`src/rtl/bus_arbiter.sv`:
```
// Time-slot arbiter sharing the PET RAM/IO bus between the 6502 CPU and the Pi SPI bridge.
// Each frame of 2^FRAME_BITS cycles holds a CPU half followed by an optional Pi half.
module bus_arbiter #(
  parameter int FRAME_BITS = 4
) (
  input  logic        i_sys_clk,
  input  logic        i_reset,
  input  logic [16:0] i_cpu_addr,
  input  logic [7:0]  i_cpu_data_out,
  input  logic        i_cpu_rw_b,
  output logic [7:0]  o_cpu_data_in,
  output logic        o_cpu_en,
  input  logic [16:0] i_pi_addr,
  input  logic [7:0]  i_pi_data_out,
  input  logic        i_pi_rw_b,
  input  logic        i_pi_pending,
  output logic        o_pi_done,
  output logic [7:0]  o_pi_data_in,
  output logic [16:0] o_ram_addr,
  output logic [7:0]  o_ram_data_out,
  input  logic [7:0]  i_ram_data_in,
  output logic        o_ram_we_n,
  output logic        o_ram_oe_n,
  output logic [1:0]  o_state
);

  localparam int N = 2 ** FRAME_BITS;
  localparam int H = N / 2;
  localparam logic [FRAME_BITS-1:0] CNT_ONE     = FRAME_BITS'(1);
  localparam logic [FRAME_BITS-1:0] CNT_LAST    = FRAME_BITS'(N - 1);
  localparam logic [FRAME_BITS-1:0] CNT_HALF_M1 = FRAME_BITS'(H - 1);
  localparam logic [FRAME_BITS-2:0] K_WR_FIRST  = (FRAME_BITS-1)'(1);
  localparam logic [FRAME_BITS-2:0] K_WR_LAST   = (FRAME_BITS-1)'(H - 2);

  typedef enum logic [1:0] {
    ST_IDLE = 2'd0,
    ST_CPU  = 2'd1,
    ST_PI   = 2'd2
  } state_t;

  state_t                r_state;
  state_t                w_state_nxt;
  logic [FRAME_BITS-1:0] r_cnt;
  logic [FRAME_BITS-1:0] w_cnt_nxt;
  logic [FRAME_BITS-2:0] w_k_nxt;
  logic                  r_first;
  logic                  r_rw;
  logic                  w_rw_nxt;
  logic [16:0]           r_addr;
  logic [16:0]           w_addr_nxt;
  logic [7:0]            r_wdata;
  logic [7:0]            w_wdata_nxt;
  logic                  r_oe_n;
  logic                  w_oe_n_nxt;
  logic                  r_we_n;
  logic                  w_we_n_nxt;
  logic                  r_cpu_en;
  logic                  w_cpu_en_nxt;
  logic                  r_pi_done;
  logic                  w_pi_done_nxt;
  logic [7:0]            r_cpu_rdata;
  logic [7:0]            w_cpu_rdata_nxt;
  logic [7:0]            r_pi_rdata;
  logic [7:0]            w_pi_rdata_nxt;
  logic                  w_wrap;
  logic                  w_half;
  logic                  w_slot_nxt;

  assign w_wrap = (r_cnt == CNT_LAST);
  assign w_half = (r_cnt == CNT_HALF_M1);

  // State register
  always_ff @(posedge i_sys_clk or posedge i_reset) begin
    if (i_reset) begin
      r_state <= ST_IDLE;
    end else begin
      r_state <= w_state_nxt;
    end
  end

  // Next state, slot latching and next values of every registered output
  always_comb begin
    w_cnt_nxt   = r_cnt + CNT_ONE;
    w_state_nxt = r_state;
    w_rw_nxt    = r_rw;
    w_addr_nxt  = r_addr;
    w_wdata_nxt = r_wdata;

    if (w_wrap) begin
      w_state_nxt = ST_CPU;
      w_rw_nxt    = i_cpu_rw_b;
      w_addr_nxt  = i_cpu_addr;
      w_wdata_nxt = i_cpu_data_out;
    end else if (w_half) begin
      // No Pi slot in the frame right after reset, nor while a completed transfer is still acknowledged
      if (i_pi_pending && !r_pi_done && !r_first) begin
        w_state_nxt = ST_PI;
        w_rw_nxt    = i_pi_rw_b;
        w_addr_nxt  = i_pi_addr;
        w_wdata_nxt = i_pi_data_out;
      end else begin
        w_state_nxt = ST_IDLE;
      end
    end else begin
      w_state_nxt = r_state;
    end

    // Slot offset is the low counter bits for both halves
    w_k_nxt    = w_cnt_nxt[FRAME_BITS-2:0];
    w_slot_nxt = (w_state_nxt != ST_IDLE);
    w_oe_n_nxt = !(w_slot_nxt && w_rw_nxt);
    w_we_n_nxt = !(w_slot_nxt && !w_rw_nxt &&
                   (w_k_nxt >= K_WR_FIRST) && (w_k_nxt <= K_WR_LAST));

    w_cpu_en_nxt = (w_cnt_nxt == CNT_LAST) && !r_first;

    w_cpu_rdata_nxt = r_cpu_rdata;
    w_pi_rdata_nxt  = r_pi_rdata;
    case (r_state)
      ST_CPU: begin
        if (r_rw && w_half) begin
          w_cpu_rdata_nxt = i_ram_data_in;
        end else begin
          w_cpu_rdata_nxt = r_cpu_rdata;
        end
      end
      ST_PI: begin
        if (r_rw && w_wrap) begin
          w_pi_rdata_nxt = i_ram_data_in;
        end else begin
          w_pi_rdata_nxt = r_pi_rdata;
        end
      end
      default: begin
        w_cpu_rdata_nxt = r_cpu_rdata;
        w_pi_rdata_nxt  = r_pi_rdata;
      end
    endcase

    if (!i_pi_pending) begin
      w_pi_done_nxt = 1'b0;
    end else if ((r_state == ST_PI) && w_wrap) begin
      w_pi_done_nxt = 1'b1;
    end else begin
      w_pi_done_nxt = r_pi_done;
    end
  end

  // Frame counter, latched bus fields and registered outputs
  always_ff @(posedge i_sys_clk or posedge i_reset) begin
    if (i_reset) begin
      r_cnt       <= '0;
      r_first     <= 1'b1;
      r_rw        <= 1'b1;
      r_addr      <= 17'd0;
      r_wdata     <= 8'd0;
      r_oe_n      <= 1'b1;
      r_we_n      <= 1'b1;
      r_cpu_en    <= 1'b0;
      r_pi_done   <= 1'b0;
      r_cpu_rdata <= 8'd0;
      r_pi_rdata  <= 8'd0;
    end else begin
      r_cnt       <= w_cnt_nxt;
      r_first     <= r_first && !w_wrap;
      r_rw        <= w_rw_nxt;
      r_addr      <= w_addr_nxt;
      r_wdata     <= w_wdata_nxt;
      r_oe_n      <= w_oe_n_nxt;
      r_we_n      <= w_we_n_nxt;
      r_cpu_en    <= w_cpu_en_nxt;
      r_pi_done   <= w_pi_done_nxt;
      r_cpu_rdata <= w_cpu_rdata_nxt;
      r_pi_rdata  <= w_pi_rdata_nxt;
    end
  end

  assign o_state        = r_state;
  assign o_ram_addr     = r_addr;
  assign o_ram_data_out = r_wdata;
  assign o_ram_oe_n     = r_oe_n;
  assign o_ram_we_n     = r_we_n;
  assign o_cpu_en       = r_cpu_en;
  assign o_pi_done      = r_pi_done;
  assign o_cpu_data_in  = r_cpu_rdata;
  assign o_pi_data_in   = r_pi_rdata;

endmodule

```
`config.mk`:
```
export PLATFORM = sky130hd
export DESIGN_NAME = bus_arbiter
export DESIGN_NICKNAME = d
export VERILOG_FILES = /design/src/rtl/bus_arbiter.sv
export SDC_FILE = /design/constraint.sdc
export NUM_CORES = 1
export LEC_CHECK = 0
export BUFFER_PORTS_ARGS = -buffer_cell sky130_fd_sc_hd__buf_2
export CAP_MARGIN = 10
export CORE_ASPECT_RATIO = 1.2
export CORE_MARGIN = 4
export CORE_UTILIZATION = 47
export CTS_CLUSTER_SIZE = 8
export DETAILED_ROUTE_END_ITERATION = 10
export PLACE_DENSITY = 0.8
export RECOVER_POWER = 100
export SLEW_MARGIN = 20
export SYNTH_ARGS = -nofsm -noshare
export SYNTH_HDL_FRONTEND = slang
export SYNTH_SLANG_ARGS = --single-unit
```
`constraint.sdc`:
```
create_clock -name i_sys_clk -period 2 [get_ports i_sys_clk]
set_input_delay 0.4 -clock i_sys_clk [delete_from_list [all_inputs] [get_ports i_sys_clk]]
set_output_delay 0.4 -clock i_sys_clk [all_outputs]
set_load 0.01 [all_outputs]
```
* After elaboration in Yosys (flattened, before gate mapping)
Cells that the tools add are included.
** Operators by class
- Equal/unequal tests :: 6
- Multiplexer cells :: 14
- Reduce and logical (&&, ||, !) cells :: 23
- Magnitude comparators :: 2
- $add $sub $neg :: 1
** Operator list (count)
- 2-to-1 mux 17 bit :: 3
- 2-to-1 mux 8 bit :: 3
- logical AND 1 bit :: 11
- equality test 4 bit (second input constant) :: 2
- logical NOT 1 bit :: 6
- 2-to-1 mux 2 bit :: 3
- AND reduction 2 bit :: 3
- nonzero test 2 bit :: 3
- 2-to-1 mux 1 bit :: 5
- adder 4 x 1 -> 4 bit (second input constant) :: 1
- equality test 4 x 3 -> 1 bit (second input constant) :: 1
- greater-or-equal comparator 3 x 1 -> 1 bit (second input constant) :: 1
- <= comparator 3 bit (second input constant) :: 1
- equality test 2 x 1 -> 1 bit (second input constant) :: 1
- equality test 2 bit (second input constant) :: 1
- inequality test 2 x 1 -> 1 bit (second input constant) :: 1
** Storage, ports and cells
- Bits in registers :: 53
- Output and inout port bits :: 47

* Logic depth before layout (Yosys ltp)
- Word-level depth :: 11
- Depth in mapped cells :: 6
- Gate-level depth less buffers :: 5

* Worst setup path before layout
Ideal clock, no wire load.
- Path type :: reg2reg
- Start :: reg r_cnt[0]
- End :: reg r_pi_rdata[0], in the netlist o_pi_data_in[0]
- Period minus slack after synthesis :: 1.759 ns
- Path buffers :: 1
- Data required time :: 1.875 ns
- Data arrival time :: 1.634 ns
- Cell stages (with the launch flop) :: 6
- Slack :: 0.241 ns
- Setup time :: 0.125 ns
- Path through :: dfrtp_1 -> ha_1 -> and2_1 -> buf_2 -> nand4_1 -> mux2_2
** On the way
- Cells in the longest elaborated chain, start to end :: 3
** RTL lines
- start, declared :: RTL line 43 : logic [FRAME_BITS-1:0] r_cnt;
- start signal, assigned :: RTL line 164 : r_cnt <= w_cnt_nxt;
- equality test 4 bit :: RTL line 69 : assign w_wrap = (r_cnt == CNT_LAST);
- logical AND 1 bit :: RTL line 128 : if (r_rw && w_wrap) begin
- AND reduction 2 bit (no line)
- end signal, assigned :: RTL line 174 : r_pi_rdata <= w_pi_rdata_nxt;
- end, declared :: RTL line 63 : logic [7:0] r_pi_rdata;
No other way between the ends.
A chain may end at the register's enable or synchronous reset.

* Final worst setup path
- Start :: reg r_cnt[0]
- End :: reg r_pi_rdata[4], in the netlist o_pi_data_in[4]
Same word-level chain as after synthesis.

==> metrics <==
outcome=finished, final reports clean; placer congestion estimate=0.780; total power divided by cell area=656 nW/um2; biggest area consumer among synthesized cells=sky130_fd_sc_hd__dfrtp_1; slowest library cell on the worst path=sky130_fd_sc_hd__dfrtp_1; Yosys cell types=33; clock tree sinks=53; summed instance area of the synthesized netlist=2410 um2; total count of hold-check failures in the final report=0; Worst Path Arrival=2010 ps; mean number of vias per cell=5.47; Hold Worst Slack=170 ps; number of global-route vias before repair=2114; Die Y=86.4 um; non-filler cells in the finished layout=399; total count of max-transition violations in the final report=0; most frequent cell after synthesis=sky130_fd_sc_hd__dfrtp_1; most used flip-flop cell after synthesis=sky130_fd_sc_hd__dfrtp_1; average instance area after synthesis=10.6 um2; total global-route track usage=19.7%; Seq cells post-synth=53; clock period minus worst slack=1810 ps; startpoint type of the worst setup path=flop; number of enable flip-flop cells after synthesis=0; Detailed Route WL=6190 um; Port Buffers=109; number of DRC violations after detailed routing=0; core outline area=4940 um2; clock latency on the worst-skew pair=310 ps; CP required=2200 ps; achievable frequency=551 MHz; capturing element type of the critical path=flop; remaining global-route overflow=0; WL/cell=15.5 um; power consumption=2020 uW; worst stage delay on the critical path=430 ps; proportion of register bits with asynchronous set or reset after synthesis=100%; htree depth=2; worst clock skew on the final layout=8.95 ps; max-cap viol count=0; synth-to-layout area growth=27.8%; TritonCTS clock tree=done; number of inserted diodes=0; global-route wire length before repair=9840 um; drt first-iter violations=137; DP HPWL=4590 um; Num CTS Buffers=5; routed via count=2183; P_leak=0.00136 uW; largest fanout on the critical path=8; count of mapped cells out of synthesis=227; final worst-path cycle share=90.7%; unrepaired setup endpoints after global routing=no; family with the most delay on the worst path=flip-flops; horizontal die dimension=73.4 um; nets@finish=405; critical path class=reg2reg; antenna violations before repair=0; cell at the root of the clock tree=sky130_fd_sc_hd__clkbuf_8; Yosys warnings=0; type of the worst min-delay path=in2async; worst path bufs/invs=1; number of placement rows=28; Initial Utilization=48.8%; crit-path cells=ha_1 > and2_1 > nand4_1 > clkbuf_2 > mux2_2; sequential area share after synthesis=55.2%; maximum number of pins on one net before global-route repair=37; Setup Total Neg Slack=0 ps; number of setup violations in the final report=0; Initial DRT Pass Iterations=4; most used standard cells in the synthesized netlist=49 x sky130_fd_sc_hd__dfrtp_1, 27 x sky130_fd_sc_hd__nand3_1, 26 x sky130_fd_sc_hd__nor2_1, 26 x sky130_fd_sc_hd__o21ai_0, 25 x sky130_fd_sc_hd__a31oi_1; proportion of layout cells with a drive suffix above 1=31.9%; Max transition margin=42.5%; worst IR drop on VDD=0.000408 V; top cell type's share of synthesized area=50.9%; clock transition at the registers of the reported paths=100 ps; number of primary I/O pins=110; area of the die=6340 um2; pin slew with the least headroom to its limit=863 ps; total instance count after detailed placement=389; number of nets in the synthesized netlist=294; utilization after layout=62.4%; number of nets with antenna violations after detailed routing=0; top area cells in the synthesized netlist=sky130_fd_sc_hd__dfrtp_1 51%, sky130_fd_sc_hd__mux2_2 7.5%, sky130_fd_sc_hd__a31oi_1 6.5%, sky130_fd_sc_hd__nand3_1 5.6%, sky130_fd_sc_hd__o21ai_0 5.4%; buffer levels on the longest clock path=2
flip-flops by register name, summed over array words and instances (netlist names):
signal	flops
r_cnt	4
o_ram_data_out	8
o_pi_done	1
o_pi_data_in	8
o_ram_oe_n	1
o_state	2
o_ram_we_n	1
o_cpu_data_in	8
r_rw	1
r_first	1
o_cpu_en	1
o_ram_addr	17
power breakdown:
part           internal, uW  switching [uW]  leakage, uW
clock network           246             359    0.0000364
logic                   114             138     0.000698
registers              1130            30.7     0.000621
total                  1490             528      0.00136
metal layers:
layer,vias to the layer above,GRT usage [%],wire (um)
met5,-,0,0
met4,0,4.12,49
met3,6,4.99,497
met2,101,33.0,3080
met1,1043,25.8,2560
li1,1033,-,-
worst paths after layout:
check	cells after the start	slack, ps	to	start
setup reg to reg	5	190	o_pi_data_in[4]$_DFFE_PP0P_	r_cnt[0]$_DFF_PP0_
max in group asynchronous	3	550	o_ram_addr[9]$_DFFE_PP0P_	i_reset
hold reg to reg	1	510	o_cpu_data_in[1]$_DFFE_PP0P_	o_cpu_data_in[1]$_DFFE_PP0P_
hold / removal	2	170	o_ram_addr[3]$_DFFE_PP0P_	i_reset
setup / recovery	5	190	o_pi_data_in[4]$_DFFE_PP0P_	r_cnt[0]$_DFF_PP0_
min in group i_sys_clk	2	330	o_pi_data_in[5]$_DFFE_PP0P_	i_ram_data_in[5]
area by class of cell:
type / instances / area, um2
clock buffer: 5 / 68.8
clock inverter: 3 / 22.5
fill: 421 / 1860
inverter: 4 / 15.0
multi-input combinational: 152 / 983
sequential: 53 / 1330
tap: 60 / 75.1
timing repair buffer: 122 / 584
timing repair:
action / in CTS / in global routing
setup buffers: 2 / 0
hold buffers: 0 / 0
setup endpoints to repair: 10 / 0
gates resized for setup: 0 / 0
through the flow:
step	cell area, um2	worst slack, ps
final	3080	186
after global routing	3080	84.7
after CTS	3160	252
after detailed placement	3060	9.02
after global placement	3060	108
after floorplan	2410	241
cells by family (layout without fill, tap and decap cells):
| kind of cell | count (synthesis) | in the layout | synth area share [%] |
|---|---|---|---|
| flops | 53 | 53 | 55.2 |
| mux | 17 | 17 | 7.89 |
| simple gates | 73 | 73 | 15.8 |
| compound gates | 56 | 56 | 14.1 |
| fa+ha+maj | 4 | 4 | 2.08 |
| xor+xnor | 2 | 2 | 0.727 |
| buf+inv | 22 | 134 | 4.15 |
cells in the final DEF, fill, tap and decap left out, types with 2 or more instances in the layout:
master and instances:
sky130_fd_sc_hd__buf_2 62, sky130_fd_sc_hd__dfstp_2 4, sky130_fd_sc_hd__and2_1 2, sky130_fd_sc_hd__o21ai_0 26
sky130_fd_sc_hd__clkbuf_2 5, sky130_fd_sc_hd__nor2_1 26, sky130_fd_sc_hd__nand3_1 26, sky130_fd_sc_hd__a31oi_1 25
sky130_fd_sc_hd__ha_1 4, sky130_fd_sc_hd__nand4_1 2, sky130_fd_sc_hd__nand2_1 4, sky130_fd_sc_hd__clkinvlp_4 3
sky130_fd_sc_hd__clkbuf_1 47, sky130_fd_sc_hd__nor2b_1 4, sky130_fd_sc_hd__dfrtp_1 49, sky130_fd_sc_hd__mux2_2 16
sky130_fd_sc_hd__inv_1 4, sky130_fd_sc_hd__clkbuf_8 5, sky130_fd_sc_hd__buf_4 7
Note: power is estimated with default switching activity, not from simulation.
